$ cat src/rtl/apb_initiator.sv
// APB requester: turns a valid/ready command stream into APB SETUP/ACCESS
// transfers and returns exactly one response per accepted command.
// One transfer is outstanding at a time. A transfer ends either when the
// completer raises pready, or after TIMEOUT ACCESS cycles without pready
// (TIMEOUT = 0 waits forever). DATA_W is expected to be 8, 16 or 32.
module apb_initiator #(
  parameter int ADDR_W  = 32,
  parameter int DATA_W  = 32,
  parameter int TIMEOUT = 16
) (
  input  logic                clk,
  input  logic                rst,
  // command stream
  input  logic                cmd_valid,
  output logic                cmd_ready,
  input  logic                cmd_write,
  input  logic [ADDR_W-1:0]   cmd_addr,
  input  logic [DATA_W-1:0]   cmd_wdata,
  input  logic [DATA_W/8-1:0] cmd_strb,
  // response stream
  output logic                rsp_valid,
  input  logic                rsp_ready,
  output logic [DATA_W-1:0]   rsp_rdata,
  output logic                rsp_err,
  output logic                rsp_timeout,
  // APB requester side
  output logic                psel,
  output logic                penable,
  output logic                pwrite,
  output logic [ADDR_W-1:0]   paddr,
  output logic [DATA_W-1:0]   pwdata,
  output logic [DATA_W/8-1:0] pstrb,
  input  logic                pready,
  input  logic                pslverr,
  input  logic [DATA_W-1:0]   prdata
);

  localparam int STRB_W = DATA_W / 8;
  // Wide enough to hold TIMEOUT; at least one bit so TIMEOUT = 0 still elaborates.
  localparam int CNT_W  = (TIMEOUT > 0) ? $clog2(TIMEOUT + 1) : 1;
  localparam logic             TO_EN    = (TIMEOUT != 0);
  // Counter value during the last ACCESS cycle before the timeout fires.
  localparam logic [CNT_W-1:0] CNT_LAST = (TIMEOUT > 0) ? CNT_W'(TIMEOUT - 1) : '0;

  localparam logic [1:0] S_IDLE   = 2'd0;
  localparam logic [1:0] S_SETUP  = 2'd1;
  localparam logic [1:0] S_ACCESS = 2'd2;
  localparam logic [1:0] S_RESP   = 2'd3;

  logic [1:0]        r_state;
  logic [CNT_W-1:0]  r_cnt;
  logic              r_cmd_ready;
  logic              r_psel;
  logic              r_penable;
  logic              r_pwrite;
  logic [ADDR_W-1:0] r_paddr;
  logic [DATA_W-1:0] r_pwdata;
  logic [STRB_W-1:0] r_pstrb;
  logic              r_rsp_valid;
  logic [DATA_W-1:0] r_rsp_rdata;
  logic              r_rsp_err;
  logic              r_rsp_timeout;

  logic              w_accept;
  logic              w_timeout;

  // cmd_ready is registered, so it only rises on the first edge after reset release.
  assign w_accept  = cmd_valid & r_cmd_ready;
  // Timeout fires on the TIMEOUT-th ACCESS cycle that still sees pready low;
  // pready in that same cycle wins and completes normally.
  assign w_timeout = TO_EN && !pready && (r_cnt == CNT_LAST);

  // Transfer sequencer: state, APB control/data and response registers.
  // NOTE: every output is a flop cleared by the async reset, datapath included,
  // so the whole port goes to 0 immediately when rst falls.
  always_ff @(posedge clk or negedge rst) begin
    if (!rst) begin
      r_state       <= S_IDLE;
      r_cnt         <= '0;
      r_cmd_ready   <= 1'b0;
      r_psel        <= 1'b0;
      r_penable     <= 1'b0;
      r_pwrite      <= 1'b0;
      r_paddr       <= '0;
      r_pwdata      <= '0;
      r_pstrb       <= '0;
      r_rsp_valid   <= 1'b0;
      r_rsp_rdata   <= '0;
      r_rsp_err     <= 1'b0;
      r_rsp_timeout <= 1'b0;
    end else begin
      // NOTE: non-blocking assignments throughout, so every branch reads the
      // pre-edge register values regardless of statement order.
      case (r_state)
        S_IDLE: begin
          r_cmd_ready <= 1'b1;
          if (w_accept) begin
            r_state     <= S_SETUP;
            r_cmd_ready <= 1'b0;
            r_psel      <= 1'b1;
            r_cnt       <= '0;
            r_pwrite    <= cmd_write;
            r_paddr     <= cmd_addr;
            r_pwdata    <= cmd_wdata;
            r_pstrb     <= cmd_write ? cmd_strb : '0;
          end
        end

        S_SETUP: begin
          r_state   <= S_ACCESS;
          r_penable <= 1'b1;
        end

        S_ACCESS: begin
          // Saturating wait counter; it never wraps even with the timeout disabled.
          if (!pready && !(&r_cnt)) begin
            r_cnt <= r_cnt + CNT_W'(1);
          end
          if (pready || w_timeout) begin
            r_state       <= S_RESP;
            r_psel        <= 1'b0;
            r_penable     <= 1'b0;
            r_rsp_valid   <= 1'b1;
            r_rsp_err     <= pready ? pslverr : 1'b1;
            r_rsp_timeout <= !pready;
            r_rsp_rdata   <= (!pready || r_pwrite || pslverr) ? '0 : prdata;
          end
        end

        default: begin // S_RESP: hold the response until it is consumed
          if (rsp_ready) begin
            r_state       <= S_IDLE;
            r_cmd_ready   <= 1'b1;
            r_pwrite      <= 1'b0;
            r_rsp_valid   <= 1'b0;
            r_rsp_rdata   <= '0;
            r_rsp_err     <= 1'b0;
            r_rsp_timeout <= 1'b0;
          end
        end
      endcase
    end
  end

  assign cmd_ready   = r_cmd_ready;
  assign psel        = r_psel;
  assign penable     = r_penable;
  assign pwrite      = r_pwrite;
  assign paddr       = r_paddr;
  assign pwdata      = r_pwdata;
  assign pstrb       = r_pstrb;
  assign rsp_valid   = r_rsp_valid;
  assign rsp_rdata   = r_rsp_rdata;
  assign rsp_err     = r_rsp_err;
  assign rsp_timeout = r_rsp_timeout;

endmodule

$ cat config.mk
export PLATFORM = sky130hd
export DESIGN_NAME = apb_initiator
export DESIGN_NICKNAME = d
export VERILOG_FILES = /design/src/rtl/apb_initiator.sv
export SDC_FILE = /design/constraint.sdc
export NUM_CORES = 1
export LEC_CHECK = 0
export ABC_CLOCK_PERIOD_IN_PS = 2600
export CAP_MARGIN = 20
export CORE_MARGIN = 3
export CORE_UTILIZATION = 41
export CTS_CLUSTER_SIZE = 8
export DETAILED_ROUTE_END_ITERATION = 6
export GPL_TIMING_DRIVEN = 0
export HOLD_SLACK_MARGIN = 0.06
export MAX_ROUTING_LAYER = met4
export PLACE_DENSITY_LB_ADDON = 0.15
export SLEW_MARGIN = 30
export SYNTH_ARGS = -nofsm -noshare
export SYNTH_HDL_FRONTEND = slang
export SYNTH_SLANG_ARGS = --single-unit
$ cat constraint.sdc
create_clock -name clk -period 2.6 [get_ports clk]
set_input_delay 0.26 -clock clk [delete_from_list [all_inputs] [get_ports clk]]
set_output_delay 0.26 -clock clk [all_outputs]
set_load 0.05 [all_outputs]
## Word level (Yosys, flattened, before mapping)

Index checks and enable logic that the tools add are counted.
W data, S select, Z words.

- Flip-flop bits (word level): 114
- Memories: 0
- ROM bits: 0
- Word-level logic and storage cells: 76
- Bits in writable memories: 0
- Output and inout bits: 107
- Latch bits: 0

- Order comparisons: 0
- Reduce and logical (&&, ||, !) cells: 24
- Muxes and demuxes: 29
- Bitwise operators: 3
- $add $sub $neg: 1
- Eq/ne operators: 6
- Divide/modulo/power cells: 0
- Multiply operators: 0
- Shift operators: 0

Operators with widths:

| cell | number |
|---|---|
| $mux W32 | 3 |
| $pmux W32 S2 | 1 |
| $reduce_and A3 Y1 | 5 |
| $pmux W1 S2 | 7 |
| $mux W1 | 10 |
| $mux W5 | 2 |
| $pmux W5 S2 | 1 |
| $reduce_bool A2 Y1 | 4 |
| $mux W2 | 3 |
| $ne A2 B2 Y1 const B | 3 |
| $pmux W2 S3 | 1 |
| $reduce_and A2 Y1 | 3 |
| $add A5 B1 Y5 const B | 1 |
| $eq A5 B4 Y1 const B | 1 |
| $reduce_and A5 Y1 | 1 |
| $mux W4 | 1 |
| $reduce_bool A4 Y1 | 1 |
| $reduce_or A2 Y1 | 2 |
| $logic_or A1 B1 Y1 | 3 |
| $eq A2 B1 Y1 const B | 1 |
| $eq A2 B2 Y1 const B | 1 |
| $logic_and A1 B1 Y1 | 2 |
| $logic_not A1 Y1 | 2 |
| $logic_not A2 Y1 | 1 |
| other kinds (2) | 3 |

## Depth between registers and ports, before layout

Gate-level depths: netlist of run 1.

- Depth in word-level cells: 6
- Depth in mapped cells: 7

## Worst setup path after synthesis of run 1

No wires, ideal clock.

- Kind: register to register
- Start: reg r_cnt[0]
- End: reg r_cnt[2]
- Stages on the path, launching flop included: 7
- Period minus slack after synthesis: 2058 ps
- Arrival time: 1989 ps
- Data required time: 2531 ps
- Buffers on the path: 0
- Setup slack: 542 ps
- Path through: dfrtp_1 -> ha_1 -> and3_1 -> ha_1 -> or3b_2 -> or4b_1 -> nand3_1

- Cells in the longest elaborated chain, start to end: 5

Ends and longest elaborated chain:

| what | RTL line | source |
|---|---|---|
| start: declaration | 51 | `logic [CNT_W-1:0] r_cnt;` |
| start signal: assignment | 117 | `r_cnt <= r_cnt + CNT_W'(1);` |
| parallel branches: the longest is 5 deep, another holds $add A5 B1 Y5 | - |  |

Parallel ways; which one is timed is not known. The select of a mux whose other input is x is not followed.
A chain may end at the register's enable or synchronous reset.

## Final worst setup path of run 1

- Start: reg r_cnt[0]
- End: reg r_rsp_rdata[9] (netlist: rsp_rdata[9])

- Cells in the longest elaborated chain, start to end: 5

Ends and longest elaborated chain:

| what | RTL line | source |
|---|---|---|
| $eq A5 B4 Y1 | 71 | `assign w_timeout = TO_EN && !pready && (r_cnt == CNT_LAST);` |
| $logic_and A1 B1 Y1 | 71 |  |
| $logic_or A1 B1 Y1 | 119 | `if (pready \|\| w_timeout) begin` |
| $ne A2 B2 Y1 (no source line) | - |  |
| $reduce_and A3 Y1 (no source line) | - |  |
| end signal: assignment | 126 | `r_rsp_rdata <= (!pready \|\| r_pwrite \|\| pslverr) ? '0 : prdata;` |
| end: declaration | 60 | `logic [DATA_W-1:0] r_rsp_rdata;` |

Every way passes these cells.

==> impl_metrics.tcl, run 1 <==
set metrics [dict create \
    grt_max_degree 73 \
    synth_top_cell_area_share 0.6356 \
    dp.cells 651 \
    cts-root-buf "clkbuf_8" \
    core_area_mm2 0.01046 \
    p_seq_frac 0.265 \
    cp_slowest_stage_delay_ps 490 \
    clockPowerShare 0.195 \
    fin_crit_sh 0.8752 \
    finalCoreUtilization 0.7071 \
    port_buffers 213 \
    ir_drop_mv 0.7990 \
    flow.area_growth_from_synthesis_pct 64.85 \
    synth_ff_type "dfrtp_1" \
    synth.area.top_cells "dfrtp_1 64%, mux2_2 17%, a22o_1 6.6%" \
    arrival_ps 2710 \
    p_int_uw 6248 \
    cts_tree "built" \
    fill_cells 780 \
    hold_violations 0 \
    antenna_found_initial 0 \
    syn-num-nets 415 \
    grt_pass1_vias 3573 \
    grt_usage 0.2043 \
    reg2reg_depth 7 \
    drt_iter0_markers 94 \
    cap_violations 0 \
    slew_viol_final 0 \
    design_area_mm2 0.007398 \
    syn_avg_cell_area_um2 14.91 \
    status "finished clean" \
    setup_viol 0 \
    yosys_warnings 0 \
    wl_per_cell_um 17.39 \
    cts_htree_levels 4 \
    rows 37 \
    p_per_area_mw_per_mm2 1517 \
    start_util 0.4290 \
    clock_sinks 114 \
    post-route-drc-count 0 \
    min_period_ps 2276 \
    dieArea_mm2 0.01224 \
    wl_um 11860 \
    first_pass_iters 4 \
    vias 3404 \
    clk_pin_slew_worst_paths_ps 60 \
    drive_above_1_share 0.2161 \
    cp_slowest_cell "or3b_2" \
    switching_share 0.4433 \
    setup_ws_ps 324.4 \
    power_switching_uw 4975 \
    combPwrFrac 0.540 \
    cp_max_fo 10 \
    dp_slack_ps 330.0 \
    startpoint_type "flip-flop" \
    insertion_delay_ps 500 \
    pin_count 214 \
    dp_hpwl_um 8929 \
    path_class "reg2reg" \
    overflow 0 \
    synth_edf_count 0 \
    synth_commonest_cells "114 x dfrtp_1, 66 x mux2_2, 34 x a22o_1" \
    synth-seq-cells 114 \
    gp_congestion 0.8222 \
    cts_buffers 17 \
    nets 649 \
    instances_no_fill 682 \
    syn_inst 301 \
    cp_data_required_time_ps 3030 \
    die_x_um 110.6 \
    clockBufferDepth 2 \
    crit_chain "ha_1, and3_1, ha_1, or3b_2, o211ai_2, buf_2, a22o_1" \
    insertedDiodeCount 0 \
    synth_top_area_cell "dfrtp_1" \
    ant_nets 0 \
    end_kind "flip-flop" \
    synth_area_mm2 0.004488 \
    rsz0062_at_grt "false" \
    ys_types 33 \
    cp_common_cell "ha_1" \
    skew_ps 8.378 \
    place_area_mm2 0.006823 \
    avgViaCountPerCell 4.991 \
    slew_headroom 0.5563 \
    fp.dieH_um 110.6 \
    synth.most_common_cell "dfrtp_1" \
    hold_class "in2async" \
    timing.fmax_ghz 0.4394 \
    hold_ws_ps 239.6 \
    grt_pass1_wl_um 19310 \
    worstMarginPinSlew_ps 659.6 \
    power.leakage_uw 0.003213 \
    synthArstFlopShare 1.000 \
    yosysSeqAreaShare 0.6356 \
]
-- sequential cells by signal, summed over array words and instances (netlist names) --
signal and flops:
rsp_timeout 1, pwrite 1, rsp_valid 1, psel 1
paddr 32, penable 1, pstrb 4, rsp_rdata 32
r_cnt 5, cmd_ready 1, rsp_err 1, pwdata 32
r_state 2
-- layer usage --
| metal | wire [µm] | global-route usage |
|---|---|---|
| met1 | 4903 | 0.2421 |
| met2 | 6200 | 0.3475 |
| met3 | 568 | 0.04986 |
| met4 | 188 | 0.05911 |
| met5 | 0 | - |
-- kinds of logic (layout without fill, tap and decap cells) --
group / after synthesis / in the layout / share of synthesized area
adders and majority gates: 7 / 7 / 0.01951
muxes: 68 / 68 / 0.1701
buffers and inverters: 20 / 265 / 0.02593
and+or+nand+nor: 37 / 37 / 0.04963
AOI/OAI and AO/OA: 55 / 55 / 0.09925
DFF: 114 / 114 / 0.6356
-- final cells by class --
type / instances / area (µm²) / area share
plain buffers: 15 / 97.59 / 0.01319
clock inverters: 10 / 110.1 / 0.01488
multi-input cells: 167 / 1519 / 0.2053
clock buffers: 20 / 455.4 / 0.06156
well taps: 136 / 170.2 / 0.02300
flip-flops and latches: 114 / 2853 / 0.3856
repair buffers: 215 / 2175 / 0.2939
inverters: 5 / 18.77 / 0.002537
-- cells in the final DEF, fill, tap and decap left out, types with 3 or more instances in the layout --
| cell type | n |
|---|---|
| clkinvlp_4 | 4 |
| clkbuf_16 | 16 |
| ha_1 | 7 |
| a22o_1 | 34 |
| buf_2 | 9 |
| o2bb2ai_1 | 3 |
| nand2_1 | 13 |
| or3b_2 | 3 |
| nor2_1 | 5 |
| nand2b_1 | 4 |
| dfrtp_1 | 114 |
| inv_1 | 5 |
| clkinv_2 | 4 |
| clkdlybuf4s50_1 | 212 |
| nand3_1 | 3 |
| o21ai_0 | 8 |
| mux2_2 | 66 |
| clkbuf_8 | 4 |
| buf_6 | 4 |
-- final timing paths --
path,start,to,slack (ps)
max in group asynchronous,rst,pwdata[1]$_DFFE_PN0P_,1720
min in group clk,cmd_strb[3],pstrb[3]$_DFFE_PN0P_,330
worst min register to register,pstrb[3]$_DFFE_PN0P_,pstrb[3]$_DFFE_PN0P_,490
worst min-delay path,rst,paddr[24]$_DFFE_PN0P_,240
worst max-delay path,r_cnt[0]$_DFFE_PN0P_,rsp_rdata[9]$_DFFE_PN0P_,320
worst max register to register,r_cnt[0]$_DFFE_PN0P_,rsp_rdata[9]$_DFFE_PN0P_,320
-- repair_timing --
item / CTS / global route
endpoints found under the hold margin: 114 / 0
buffers inserted: 0 / 0
hold buffers: 1 / 0
resized for setup: 0 / 0
-- critical path, delay by kind of cell (launching register included) --
| kind | cells | cell delay, ps |
|---|---|---|
| DFF | 1 | 420 |
| and+or+nand+nor | 2 | 690 |
| adders and majority gates | 2 | 420 |
| buffers and inverters | 1 | 310 |
| AOI/OAI and AO/OA | 2 | 370 |
-- stage by stage --
stage,total power (µW),setup TNS (ps)
2_1_floorplan,6965,0
6_report,11220,0
4_1_cts,11340,0
5_1_grt,11700,0
3_3_place_gp,8986,-347490
3_5_place_dp,9105,0
-- power groups by stage --
stage / sequential (µW) / clock (µW) / combinational (µW)
floorplan: 5590 / 0 / 1370
global placement: 2960 / 0 / 6030
detailed placement: 3000 / 0 / 6100
CTS: 2990 / 2240 / 6110
global route: 3080 / 2310 / 6300
finish: 2980 / 2190 / 6060
Power figures use the tool's default switching activity.
==> inputs of run 2 (changes only) <==
==> config.mk (replaced) <==
export PLATFORM = sky130hd
export DESIGN_NAME = apb_initiator
export DESIGN_NICKNAME = d
export VERILOG_FILES = /design/src/rtl/apb_initiator.sv
export SDC_FILE = /design/constraint.sdc
export NUM_CORES = 1
export LEC_CHECK = 0
export ABC_CLOCK_PERIOD_IN_PS = 2000
export CAP_MARGIN = 20
export CORE_MARGIN = 3
export CORE_UTILIZATION = 37
export CTS_CLUSTER_DIAMETER = 200
export CTS_CLUSTER_SIZE = 8
export DETAILED_ROUTE_END_ITERATION = 6
export GPL_TIMING_DRIVEN = 0
export HOLD_SLACK_MARGIN = 0.06
export MAX_ROUTING_LAYER = met4
export PLACE_DENSITY_LB_ADDON = 0.15
export SLEW_MARGIN = 10
export SYNTH_ARGS = -nofsm -noshare
export SYNTH_HDL_FRONTEND = slang
export SYNTH_SLANG_ARGS = --single-unit
==> constraint.sdc (replaced) <==
create_clock -name clk -period 2 [get_ports clk]
set_input_delay 0.2 -clock clk [delete_from_list [all_inputs] [get_ports clk]]
set_output_delay 0.2 -clock clk [all_outputs]
set_load 0.05 [all_outputs]
==> impl_metrics.tcl, run 2 (synthesis gave the netlist of run 1 again) <==
set metrics [dict create \
    status "finished clean" \
    clk_pin_slew_worst_paths_ps 50 \
    ir_drop_mv 0.8354 \
    path_class "reg2reg" \
    ant_nets 0 \
    cts_tree "built" \
    final_common_cell "clkdlybuf4s50_1" \
    cp_slowest_stage_delay_ps 520 \
    min_period_ps 1946 \
    cts_buffers 17 \
    drt_iter0_markers 129 \
    pin_count 214 \
    dp.cells 658 \
    vias 3432 \
    path_buf_inv 0 \
    grt_pass1_vias 3567 \
    core_area_mm2 0.01161 \
    instances_no_fill 703 \
    setup_viol 0 \
    avgViaCountPerCell 4.882 \
    clockPowerShare 0.188 \
    end_kind "flip-flop" \
    antenna_found_initial 0 \
    cts-root-buf "clkbuf_16" \
    skew_ps 10.67 \
    cap_violations 0 \
    combPwrFrac 0.554 \
    flow.area_growth_from_synthesis_pct 69.89 \
    hold_violations 0 \
    insertion_delay_ps 400 \
    fill_cells 909 \
    fin_crit_sh 0.9731 \
    p_seq_frac 0.258 \
    grt_usage 0.1922 \
    port_buffers 213 \
    post-route-drc-count 0 \
    final_cell_mix "212 x clkdlybuf4s50_1, 114 x dfrtp_1, 66 x mux2_2, 34 x a22o_1, 18 x clkbuf_16" \
    rows 39 \
    die_x_um 116.1 \
    p_per_area_mw_per_mm2 1964 \
    p_int_uw 8366 \
    overflow 0 \
    first_pass_iters 4 \
    slew_viol_final 0 \
    grt_pass1_wl_um 19000 \
    dp_slack_ps -204.3 \
    dieArea_mm2 0.01349 \
    hold_ws_ps 328.1 \
    setup_ws_ps 53.73 \
    insertedDiodeCount 0 \
    cp_slowest_cell "or4b_1" \
    crit_chain "ha_2, and3_4, ha_4, or3b_4, or4b_1, nand3_1" \
    gp_congestion 0.7490 \
    cp_max_fo 3 \
    clock_sinks 114 \
    startpoint_type "flip-flop" \
    power_switching_uw 6608 \
    wl_per_cell_um 17.92 \
    cp_data_required_time_ps 2330 \
    drive_above_1_share 0.2500 \
    hold_class "in2async" \
    wl_um 12600 \
    power.leakage_uw 0.003292 \
    fp.dieH_um 116.1 \
    start_util 0.3864 \
    slew_headroom 0.6271 \
    cpLargestDelayFamily "simple AND/OR/NAND/NOR gates" \
    rsz0062_at_grt "false" \
    arrival_ps 2280 \
    dp_hpwl_um 9084 \
    grt_max_degree 62 \
    worstMarginPinSlew_ps 557.6 \
    r2r_setup_slack_ps 50 \
    timing.fmax_ghz 0.5138 \
    clockBufferDepth 2 \
    switching_share 0.4413 \
    nets 662 \
    cts_htree_levels 4 \
]
run 2: cell types whose count changed in the layout (fill, tap and decap cells not counted), sizes merged:
cell      previous run  this run
o211ai               1         2
clkbuf              22        23
clkinv               4         6
inv                  5         6
clkinvlp             4         2
buf                 15        26
run 2: power by group through the flow:
| stage | clock [µW] | sequential [µW] | combinational (µW) |
|---|---|---|---|
| 4_1_cts | 2880 | 3860 | 8300 |
| 3_3_place_gp | 0 | 3850 | 7820 |
| 6_report | 2820 | 3860 | 8300 |
| 5_1_grt | 2990 | 3990 | 8670 |
| 2_1_floorplan | 0 | 7270 | 1790 |
| 3_5_place_dp | 0 | 3900 | 7920 |
run 2: metrics by stage:
stage	instance area, µm²	utilization	TNS [ps]	power (µW)
after global routing	7625	0.6565	0	15660
after global placement	6809	0.5863	-413300	11670
after floorplan	4498	-	0	9057
final	7625	0.6565	0	14970
after detailed placement	6838	0.5888	-7663	11820
after CTS	7547	0.6499	0	15040
run 2: worst paths after layout:
check                                      from                   end  cells after the start
setup / recovery           r_cnt[0]$_DFFE_PN0P_  r_cnt[2]$_DFFE_PN0P_                      6
hold / removal                              rst  paddr[0]$_DFFE_PN0P_                      2
setup reg to reg           r_cnt[0]$_DFFE_PN0P_  r_cnt[2]$_DFFE_PN0P_                      6
hold reg to reg            pstrb[0]$_DFFE_PN0P_  pstrb[0]$_DFFE_PN0P_                      2
max in group asynchronous                   rst  r_cnt[1]$_DFFE_PN0P_                      3
min in group clk                    cmd_strb[3]  pstrb[3]$_DFFE_PN0P_                      3
run 2: cell type report:
type | count | area [µm²] | share of cell area
Clock inverter | 11 | 113.9 | 0.01493
Multi-Input combinational cell | 168 | 1603 | 0.2102
Inverter | 5 | 18.77 | 0.002461
Sequential cell | 114 | 2853 | 0.3741
Clock buffer | 20 | 436.7 | 0.05727
Timing Repair Buffer | 227 | 2293 | 0.3008
Buffer | 15 | 127.6 | 0.01674
Tap cell | 143 | 178.9 | 0.02347
run 2: layer usage:
| layer | GRT usage | up-vias | routed length, µm |
|---|---|---|---|
| li1 | - | 1591 | - |
| met1 | 0.2308 | 1704 | 5259 |
| met2 | 0.3111 | 131 | 6347 |
| met3 | 0.06425 | 6 | 879 |
| met4 | 0.05491 | 0 | 111 |
| met5 | - | - | 0 |
run 2: timing repair:
action / in CTS / in global routing
gates resized for setup: 19 / 12
hold endpoints to repair: 53 / 0
endpoints found under the setup margin: 96 / 37
gates cloned: 4 / 1
setup buffers: 7 / 1
pin swaps: 3 / 4
hold buffers: 1 / 0
==> inputs of run 3 (changes only) <==
--- a/config.mk
+++ b/config.mk
@@ -10,7 +10,7 @@
 export CORE_MARGIN = 3
 export CORE_UTILIZATION = 37
 export CTS_CLUSTER_DIAMETER = 200
-export CTS_CLUSTER_SIZE = 8
+export CTS_CLUSTER_SIZE = 16
 export DETAILED_ROUTE_END_ITERATION = 6
 export GPL_TIMING_DRIVEN = 0
 export HOLD_SLACK_MARGIN = 0.06
==> results of run 3 <==
The final DEF is identical to that of run 2; final timing and power are the same.
